File: src/rtl/vcve2_pkg.sv
// Shared vector-sequencer definitions: SEW codes, FSM state enum and SEW decode helpers.
package vcve2_pkg;

    localparam logic [2:0] VSEW_8  = 3'b000;
    localparam logic [2:0] VSEW_16 = 3'b001;
    localparam logic [2:0] VSEW_32 = 3'b010;

    typedef enum logic [1:0] {
        IDLE = 2'd0,
        EXEC = 2'd1,
        DONE = 2'd2
    } vec_seq_state_e;

    // log2 of the element size in bytes; illegal codes decode to 0 and are rejected separately.
    function automatic logic [1:0] sew_shift(input logic [2:0] vsew);
        case (vsew)
            VSEW_16: sew_shift = 2'd1;
            VSEW_32: sew_shift = 2'd2;
            default: sew_shift = 2'd0;
        endcase
    endfunction

    function automatic logic sew_legal(input logic [2:0] vsew);
        sew_legal = (vsew == VSEW_8) || (vsew == VSEW_16) || (vsew == VSEW_32);
    endfunction

endpackage

File: src/rtl/vcve2_vec_tail_mask.sv
// Write-back byte enables for one 32-bit word: tail trim on the last word, head trim on the first.
module vcve2_vec_tail_mask (
    input  logic [1:0] rem_i,
    input  logic [1:0] voff_i,
    input  logic       first_i,
    input  logic       last_i,
    output logic [3:0] be_o
);

    always_comb begin
        be_o = 4'b1111;
        if (last_i && (rem_i != 2'd0)) begin
            be_o = be_o & ((4'b0001 << rem_i) - 4'b0001);
        end
        if (first_i) begin
            be_o = be_o & ~((4'b0001 << voff_i) - 4'b0001);
        end
    end

endmodule

File: src/rtl/vcve2_vec_sequencer.sv
// Vector instruction sequencer: walks the register file one 32-bit word at a time.
// Optional resume-from-vstart support is compiled in with VCVE2_VSTART_EN.
module vcve2_vec_sequencer
    import vcve2_pkg::*;
#(
    parameter int VLEN = 128
) (
    input  logic                         clk_i,
    input  logic                         rst_i,
    input  logic                         start_i,
    output logic                         ready_o,
    input  logic [$clog2(VLEN/8):0]      vl_i,
    input  logic [2:0]                   vsew_i,
    input  logic [$clog2(VLEN/8)-1:0]    vstart_i,
    input  logic                         kill_i,
    output logic                         ex_req_o,
    output logic                         alu_instr_first_cycle_o,
    input  logic                         ex_valid_i,
    output logic [$clog2(VLEN/32)-1:0]   word_idx_o,
    output logic                         wb_we_o,
    output logic [3:0]                   wb_be_o,
    output logic                         done_o,
    output logic                         illegal_o,
    output logic [$clog2(VLEN/8)-1:0]    vstart_o
);

    localparam int NB   = VLEN / 8;
    localparam int VL_W = $clog2(NB) + 1;
    localparam int VS_W = $clog2(NB);
    localparam int WI_W = $clog2(VLEN / 32);
    localparam int BY_W = VL_W + 2;
    localparam logic [VL_W-1:0] NB_VL = VL_W'(NB);
    localparam logic [BY_W-1:0] NB_BY = BY_W'(NB);

    vec_seq_state_e    state_q, state_d;
    logic [WI_W-1:0]   word_idx_q, word_idx_d;
    logic [WI_W-1:0]   last_idx_q, last_idx_d;
    logic [1:0]        rem_q, rem_d;
    logic [1:0]        voff_q, voff_d;
    logic              first_word_q, first_word_d;
    logic              first_cyc_q, first_cyc_d;
    logic              illegal_q, illegal_d;

    logic [1:0]        sew_sh;
    logic              sew_ok;
    logic [VL_W-1:0]   vl_c;
    logic [BY_W-1:0]   bytes, words;
    logic [WI_W-1:0]   last_idx_w, start_word_w;
    logic [1:0]        voff_w;
    logic              skip_w;
    logic              accept;
    logic              is_last;
    logic [3:0]        be_w;

    // Byte count is clamped to the register size so word_idx can never run past the last word.
    always_comb begin
        sew_shift_calc: begin
            sew_sh = sew_shift(vsew_i);
            sew_ok = sew_legal(vsew_i);
        end
        vl_c  = (vl_i > NB_VL) ? NB_VL : vl_i;
        bytes = BY_W'(vl_c) << sew_sh;
        if (bytes > NB_BY) begin
            bytes = NB_BY;
        end
        words      = (bytes + BY_W'(3)) >> 2;
        last_idx_w = WI_W'(words - BY_W'(1));
    end

`ifdef VCVE2_VSTART_EN
    logic [BY_W-1:0]   vs_bytes;
    logic [1:0]        sew_q, sew_d;
    logic [VS_W-1:0]   vstart_q, vstart_d;

    always_comb begin
        vs_bytes     = BY_W'(vstart_i) << sew_sh;
        skip_w       = (vs_bytes >= bytes);
        start_word_w = vs_bytes[WI_W+1:2];
        voff_w       = vs_bytes[1:0];
    end

    assign vstart_o = vstart_q;
`else
    logic unused_vstart;
    assign unused_vstart = ^vstart_i;
    assign skip_w        = (bytes == '0);
    assign start_word_w  = '0;
    assign voff_w        = 2'b00;
    assign vstart_o      = '0;
`endif

    assign accept  = start_i && (state_q == IDLE);
    assign is_last = (word_idx_q == last_idx_q);

    always_comb begin
        state_d      = state_q;
        word_idx_d   = word_idx_q;
        last_idx_d   = last_idx_q;
        rem_d        = rem_q;
        voff_d       = voff_q;
        first_word_d = first_word_q;
        first_cyc_d  = 1'b0;
        illegal_d    = 1'b0;
`ifdef VCVE2_VSTART_EN
        sew_d        = sew_q;
        vstart_d     = vstart_q;
`endif
        case (state_q)
            IDLE: begin
                if (accept) begin
                    if (!sew_ok) begin
                        illegal_d = 1'b1;
                    end else if (skip_w) begin
                        state_d = DONE;
                    end else begin
                        state_d      = EXEC;
                        word_idx_d   = start_word_w;
                        last_idx_d   = last_idx_w;
                        rem_d        = bytes[1:0];
                        voff_d       = voff_w;
                        first_word_d = 1'b1;
                        first_cyc_d  = 1'b1;
                    end
`ifdef VCVE2_VSTART_EN
                    sew_d    = sew_sh;
                    vstart_d = '0;
`endif
                end
            end
            EXEC: begin
                if (ex_valid_i) begin
                    first_word_d = 1'b0;
                    if (is_last) begin
                        state_d = DONE;
                    end else begin
                        word_idx_d  = word_idx_q + WI_W'(1);
                        first_cyc_d = 1'b1;
                    end
                end
            end
            DONE:    state_d = IDLE;
            default: state_d = IDLE;
        endcase

        // Kill beats every other transition, including a coincident last-word completion.
        if (kill_i) begin
            state_d     = IDLE;
            first_cyc_d = 1'b0;
            illegal_d   = 1'b0;
`ifdef VCVE2_VSTART_EN
            if (state_q == EXEC) begin
                vstart_d = VS_W'({word_idx_q, 2'b00} >> sew_q);
            end
`endif
        end
    end

    always_ff @(posedge clk_i or posedge rst_i) begin
        if (rst_i) begin
            state_q      <= IDLE;
            word_idx_q   <= '0;
            last_idx_q   <= '0;
            rem_q        <= '0;
            voff_q       <= '0;
            first_word_q <= 1'b0;
            first_cyc_q  <= 1'b0;
            illegal_q    <= 1'b0;
`ifdef VCVE2_VSTART_EN
            sew_q        <= '0;
            vstart_q     <= '0;
`endif
        end else begin
            state_q      <= state_d;
            word_idx_q   <= word_idx_d;
            last_idx_q   <= last_idx_d;
            rem_q        <= rem_d;
            voff_q       <= voff_d;
            first_word_q <= first_word_d;
            first_cyc_q  <= first_cyc_d;
            illegal_q    <= illegal_d;
`ifdef VCVE2_VSTART_EN
            sew_q        <= sew_d;
            vstart_q     <= vstart_d;
`endif
        end
    end

    vcve2_vec_tail_mask u_tail_mask (
        .rem_i   (rem_q),
        .voff_i  (voff_q),
        .first_i (first_word_q),
        .last_i  (is_last),
        .be_o    (be_w)
    );

    assign ready_o                 = (state_q == IDLE);
    assign ex_req_o                = (state_q == EXEC);
    assign alu_instr_first_cycle_o = (state_q == EXEC) && first_cyc_q;
    assign wb_we_o                 = (state_q == EXEC) && ex_valid_i && !kill_i;
    assign wb_be_o                 = wb_we_o ? be_w : 4'b0000;
    assign done_o                  = (state_q == DONE) && !kill_i;
    assign illegal_o               = illegal_q;
    assign word_idx_o              = word_idx_q;

endmodule

File: config.mk
export PLATFORM = sky130hd
export DESIGN_NAME = vcve2_vec_sequencer
export DESIGN_NICKNAME = d
export VERILOG_FILES = /design/src/rtl/vcve2_pkg.sv /design/src/rtl/vcve2_vec_tail_mask.sv /design/src/rtl/vcve2_vec_sequencer.sv
export SDC_FILE = /design/constraint.sdc
export NUM_CORES = 1
export LEC_CHECK = 0
export CAP_MARGIN = 20
export CORE_MARGIN = 1
export CORE_UTILIZATION = 46
export DETAILED_ROUTE_END_ITERATION = 6
export GPL_TIMING_DRIVEN = 0
export HOLD_SLACK_MARGIN = 0.02
export PLACE_DENSITY = 0.92
export SYNTH_ARGS = -nofsm -noshare
export SYNTH_HDL_FRONTEND = slang
export SYNTH_SLANG_ARGS = --single-unit
File: constraint.sdc
create_clock -name clk_i -period 2.8 [get_ports clk_i]
set_input_delay 0.42 -clock clk_i [delete_from_list [all_inputs] [get_ports clk_i]]
set_output_delay 0.42 -clock clk_i [all_outputs]
set_load 0.005 [all_outputs]
==> results.toml, run 1 <==
[outcome]
status = "finished, final reports clean"

[timing]
rsz0062_at_grt = "no"
hold_viol = 0
hold-worst-slack_ns = 0.434
finalSetupTns_ns = 0
fin_ws_ns = 0.289
final-setup-viol-count = 0
final_max_slew_viol_count = 0
fin_skew_ns = 0.00352
period_share_pct = 89.7
fmax_mhz = 398
min_period_ns = 2.51

[route]
drt_drc_violations_left = 0
via_count = 807
drt-total-wl_um = 1870
detail_route.wl_per_cell_um = 12.2
drt-initial-drc-count = 11
viasPerCell = 5.27
antenna_left = 0
drt_first_pass_iters = 4

[pwr]
netSwitchingPower_mw = 0.188
power_mw = 0.554
internal_power_mw = 0.366
pwr-share-seq_pct = 37.9
combPwrFrac_pct = 37.7
peakVddDrop_mv = 0.234
switching_share_pct = 33.9
clockPowerShare_pct = 24.4
power.leakage_nw = 0.497
power_density_nw_per_um2 = 477

[clocking]
clockRootBuffer = "clkbuf_4"
cts_tree = "done"
htreeDepth = 1
cts_made_buffers = 3
post-cts-setup-buffers = 0
cts.sinks = 10
clk_pin_slew_worst_paths_ns = 0.07
worst_skew_pair.late_latency_ns = 0.27
postCtsResizedCells = 0
clk_path_buf_depth = 2
ctsHoldBuffers = 0

[place]
gp_congestion = 0.860
hpwlAfterDp_um = 1490
post-place-ws_ns = 0.336
port_buffers = 23

[floorplanning]
num_io_pins = 33
die_h_um = 45.0
start_util_pct = 49.3
core_area_um2 = 1730
rows = 15
dieArea_um2 = 2030
die_x_um = 45.0

[synth]
yosysSeqAreaShare_pct = 29.4
synth_area_per_cell_um2 = 8.69
ys_types = 40
synth_flop_cell = "dfrtp_1"
syn_area_um2 = 852
synth_edf_count = 0
ys_seq_elements = 10
synthCells = 98
ys_warn_count = 0
async_flop_share_pct = 100

[setup_path]
worstReg2RegStart = "state_q[0]"
crit_path_top_delay_cell = "clkdlybuf4s50_1"
critPathLaunchType = "register"
cp.arrival_ns = 2.09
crit_fanout = 5
worst-setup-path-type = "register to output port"
cp.required_ns = 2.38
rrSetupSlack_ns = 0.99
cp-end-kind = "output port"
worstReg2RegEnd = "rem_q[1]"
critical_path.max_stage_delay_ns = 0.52
ff2ff_path_depth = 4
crit_path_cell_trace = "nand2b_1 -> inv_1 -> nand2_1 -> or2_2 -> a31oi_1 -> clkdlybuf4s50_1"

[worst_hold_path]
hold_class = "input port to async pin"

[global_route]
grt_pass1_vias = 717
overflow = 0
grt_pass1_wl_um = 3060
grt_max_degree = 11
grt_antenna_before_repair = 0
grtUsageTotal_pct = 20.7

[cells_and_area]
final_util_pct = 67.2
drive_gt1_share_pct = 16.4
final_nets = 146
area_growth_pct = 36.3
num_antenna_cells = 0

[job]
maxCapViolations = 0
-- worst max-delay path, delay by kind of cell (launching register included) --
family / cells / cell delay [ns]
AO/OA/AOI/OAI: 1 / 0.15
buffers and inverters: 2 / 0.60
AND/OR/NAND/NOR: 3 / 0.63
flip-flops: 1 / 0.43
-- state kept, by name (all words and copies together) (netlist names) --
signal       cells
first_cyc_q      1
illegal_o        1
last_idx_q       2
rem_q            2
state_q          2
word_idx_o       2
-- routing by layer --
layer | GRT usage [%] | up-vias | share of wire (%)
met2 | 38.3 | 25 | 51
li1 | - | 401 | -
met4 | 7.27 | 0 | 0.75
met5 | 0 | - | 0
met3 | 2.40 | 2 | 3.1
met1 | 24.3 | 379 | 45
-- cell type report --
| cell class | count | area (µm²) |
|---|---|---|
| Buffer | 6 | 45.0 |
| Multi-Input combinational cell | 80 | 549 |
| Fill cell | 151 | 566 |
| Timing Repair Buffer | 23 | 230 |
| Inverter | 5 | 18.8 |
| Clock buffer | 4 | 36.3 |
| Sequential cell | 10 | 250 |
| Tap cell | 25 | 31.3 |
-- how the worst max path moves through the flow --
stage / start / end / slack, ns / cells past startpoint
after floorplan: vsew_i[1] / rem_q[0] / 0.98 / 7
after global routing: state_q[1] / wb_be_o[0] / 0.21 / 7
final: state_q[1] / wb_be_o[1] / 0.29 / 6
after CTS: state_q[1] / wb_be_o[0] / 0.31 / 7
after detailed placement: ex_valid_i / wb_be_o[0] / 0.34 / 6
after global placement: ex_valid_i / wb_be_o[1] / 0.35 / 5
-- per-stage QoR --
step / area [µm²] / cells
after floorplan: 863 / 101
after global placement: 1120 / 149
after detailed placement: 1120 / 149
after CTS: 1160 / 153
after global routing: 1160 / 153
final: 1160 / 153
-- cell families (layout without fill, tap and decap cells) --
kind of cell / count (synthesis) / count (layout) / synth area share [%]
AND/OR/NAND/NOR: 36 / 36 / 23.6
AO/OA/AOI/OAI: 29 / 29 / 25.7
buffers and inverters: 11 / 38 / 7.49
flip-flops: 10 / 10 / 29.4
XOR/XNOR: 6 / 6 / 6.17
multiplexers: 5 / 5 / 7.20
other: 1 / 4 / 0.440
-- synthesized netlist by cell type (2+ instances only) --
library cell | number | area [µm²]
mux2_4 | 2 | 30.0
nand2_1 | 9 | 33.8
buf_4 | 6 | 45.0
nor2_1 | 8 | 30.0
a21oi_1 | 6 | 30.0
mux2i_1 | 2 | 20.0
o21a_1 | 3 | 22.5
xor2_1 | 6 | 52.6
o21ai_0 | 5 | 25.0
nor3b_1 | 3 | 22.5
nand2b_1 | 3 | 18.8
nand3b_1 | 2 | 15.0
dfrtp_1 | 10 | 250
nor3_1 | 3 | 15.0
inv_1 | 5 | 18.8
-- power groups by stage --
stage / Clock, mW / Combinational (mW) / Sequential, mW
3_5_place_dp: 0 / 0.208 / 0.213
6_report: 0.135 / 0.209 / 0.210
2_1_floorplan: 0 / 0.128 / 0.206
5_1_grt: 0.142 / 0.232 / 0.215
4_1_cts: 0.136 / 0.209 / 0.210
3_3_place_gp: 0 / 0.201 / 0.209
-- cell usage in the layout, fill, tap and decap left out, types with 2 or more instances in the layout --
master / synthesis / routed
clkdlybuf4s50_1: 0 / 23
o21a_1: 3 / 3
nand2b_1: 3 / 3
inv_1: 5 / 5
nand3b_1: 2 / 2
conb_1: 1 / 4
xor2_1: 6 / 6
o21ai_0: 5 / 5
nand2_1: 9 / 9
clkbuf_4: 0 / 3
mux2i_1: 2 / 2
nor3b_1: 3 / 3
a21oi_1: 6 / 6
nor2_1: 8 / 8
nor3_1: 3 / 3
mux2_4: 2 / 2
buf_4: 6 / 6
dfrtp_1: 10 / 10
Power figures use the tool's default switching activity.
==> inputs of run 2 (changes only) <==
--- a/config.mk
+++ b/config.mk
@@ -11,6 +11,7 @@
 export DETAILED_ROUTE_END_ITERATION = 6
 export GPL_TIMING_DRIVEN = 0
 export HOLD_SLACK_MARGIN = 0.02
+export MAX_ROUTING_LAYER = met4
 export PLACE_DENSITY = 0.92
 export SYNTH_ARGS = -nofsm -noshare
 export SYNTH_HDL_FRONTEND = slang
==> run 2 against run 1 <==
Against the previous run: via count rose by 0.12%; combinational power barely moved; setup slack barely moved; register-to-register slack barely moved; maximum frequency barely moved; sequential power barely moved; critical path depth did not move; clock power barely moved; critical path type unchanged; largest cell class unchanged.
==> results.toml, run 2 (synthesis gave the netlist of run 1 again) <==
[outcome]
status = "finished, final reports clean"

[worst_hold_path]
hold_class = "input port to async pin"

[route]
drt-initial-drc-count = 10
via_count = 808
antenna_left = 0
detail_route.wl_per_cell_um = 12.4
drt_drc_violations_left = 0
drt-total-wl_um = 1890
drt_first_pass_iters = 4
viasPerCell = 5.28

[setup_path]
rrSetupSlack_ns = 0.99
worst-setup-path-type = "register to output port"
crit_fanout = 5
cp.arrival_ns = 2.09
worstReg2RegStart = "state_q[0]"
cp.required_ns = 2.38
critPathLaunchType = "register"
ff2ff_path_depth = 4
worstReg2RegEnd = "rem_q[1]"
cp-end-kind = "output port"

[clocking]
worst_skew_pair.late_latency_ns = 0.27
ctsHoldBuffers = 0
cts.sinks = 10
cts_made_buffers = 3
cts_tree = "done"
clockRootBuffer = "clkbuf_4"
clk_pin_slew_worst_paths_ns = 0.07
post-cts-setup-buffers = 0
clk_path_buf_depth = 2
htreeDepth = 1
postCtsResizedCells = 0

[floorplanning]
start_util_pct = 49.3
die_h_um = 45.0
num_io_pins = 33
die_x_um = 45.0
rows = 15
core_area_um2 = 1730
dieArea_um2 = 2030

[place]
hpwlAfterDp_um = 1490
port_buffers = 23
place_area_um2 = 1120
gp_congestion = 0.873

[global_route]
grt_antenna_before_repair = 0
grt_max_degree = 11
grt_pass1_vias = 716
grt_pass1_wl_um = 3070
overflow = 0
grtUsageTotal_pct = 21.3

[cells_and_area]
final_common_cell = "clkdlybuf4s50_1"
drive_gt1_share_pct = 16.4
final_nets = 146
most-common-layout-cells = "clkdlybuf4s50_1 (23), dfrtp_1 (10), nand2_1 (9)"
final_area_um2 = 1160
area_growth_pct = 36.3
num_antenna_cells = 0
final_util_pct = 67.2

[timing]
final-setup-viol-count = 0
fmax_mhz = 398
hold_viol = 0
rsz0062_at_grt = "no"
final_max_slew_viol_count = 0
fin_skew_ns = 0.00352
min_period_ns = 2.51
finalSetupTns_ns = 0
period_share_pct = 89.7

[pwr]
power_density_nw_per_um2 = 477
power.leakage_nw = 0.497
peakVddDrop_mv = 0.235

[job]
maxCapViolations = 0
[run 2: cell counts in the layout (fill, tap and decap cells not counted)]
No cell type changed its count.
[run 2: metrics by stage]
stage               setup slack, ns  hold slack [ns]  std cells  total power, mW
finish                        0.289            0.434        153            0.554
global route                  0.210            0.474        153            0.589
CTS                           0.305            0.443        153            0.556
detailed placement            0.336            0.524        149            0.421
global placement              0.350            0.512        149            0.410
floorplan                     0.984            0.260        101            0.334
[run 2: power breakdown]
group / total (mW) / switching, mW / internal [mW] / leakage [nW]
Combinational: 0.209 / 0.0952 / 0.114 / 0.347
Clock: 0.135 / 0.0560 / 0.0790 / 0.0210
Sequential: 0.210 / 0.0367 / 0.173 / 0.129
Total: 0.554 / 0.188 / 0.366 / 0.497
[run 2: final cells by class]
class,instances,area [µm²]
timing repair buffer,23,230
inverter,5,18.8
fill,151,566
buffer,6,45.0
tap,25,31.3
sequential,10,250
clock buffer,4,36.3
multi-input combinational,80,549
[run 2: how the worst max path moves through the flow]
stage | to | from
after floorplan | rem_q[0] | vsew_i[1]
final | wb_be_o[1] | state_q[1]
after global placement | wb_be_o[1] | ex_valid_i
after detailed placement | wb_be_o[0] | ex_valid_i
after global routing | wb_be_o[0] | state_q[1]
after CTS | wb_be_o[0] | state_q[1]
[run 2: routing by layer]
metal	vias to the layer above	wire length (µm)	GRT usage, %
met2	25	956	38.3
met4	0	26	7.27
met5	-	0	-
met3	4	66	2.40
li1	401	-	-
met1	378	842	24.3
[run 2: worst max-delay path, stage by stage (launching register included)]
cell             delay, ns
dfrtp_1               0.43
nand2b_1              0.17
inv_1                 0.08
nand2_1               0.12
or2_2                 0.34
a31oi_1               0.15
clkdlybuf4s50_1       0.52
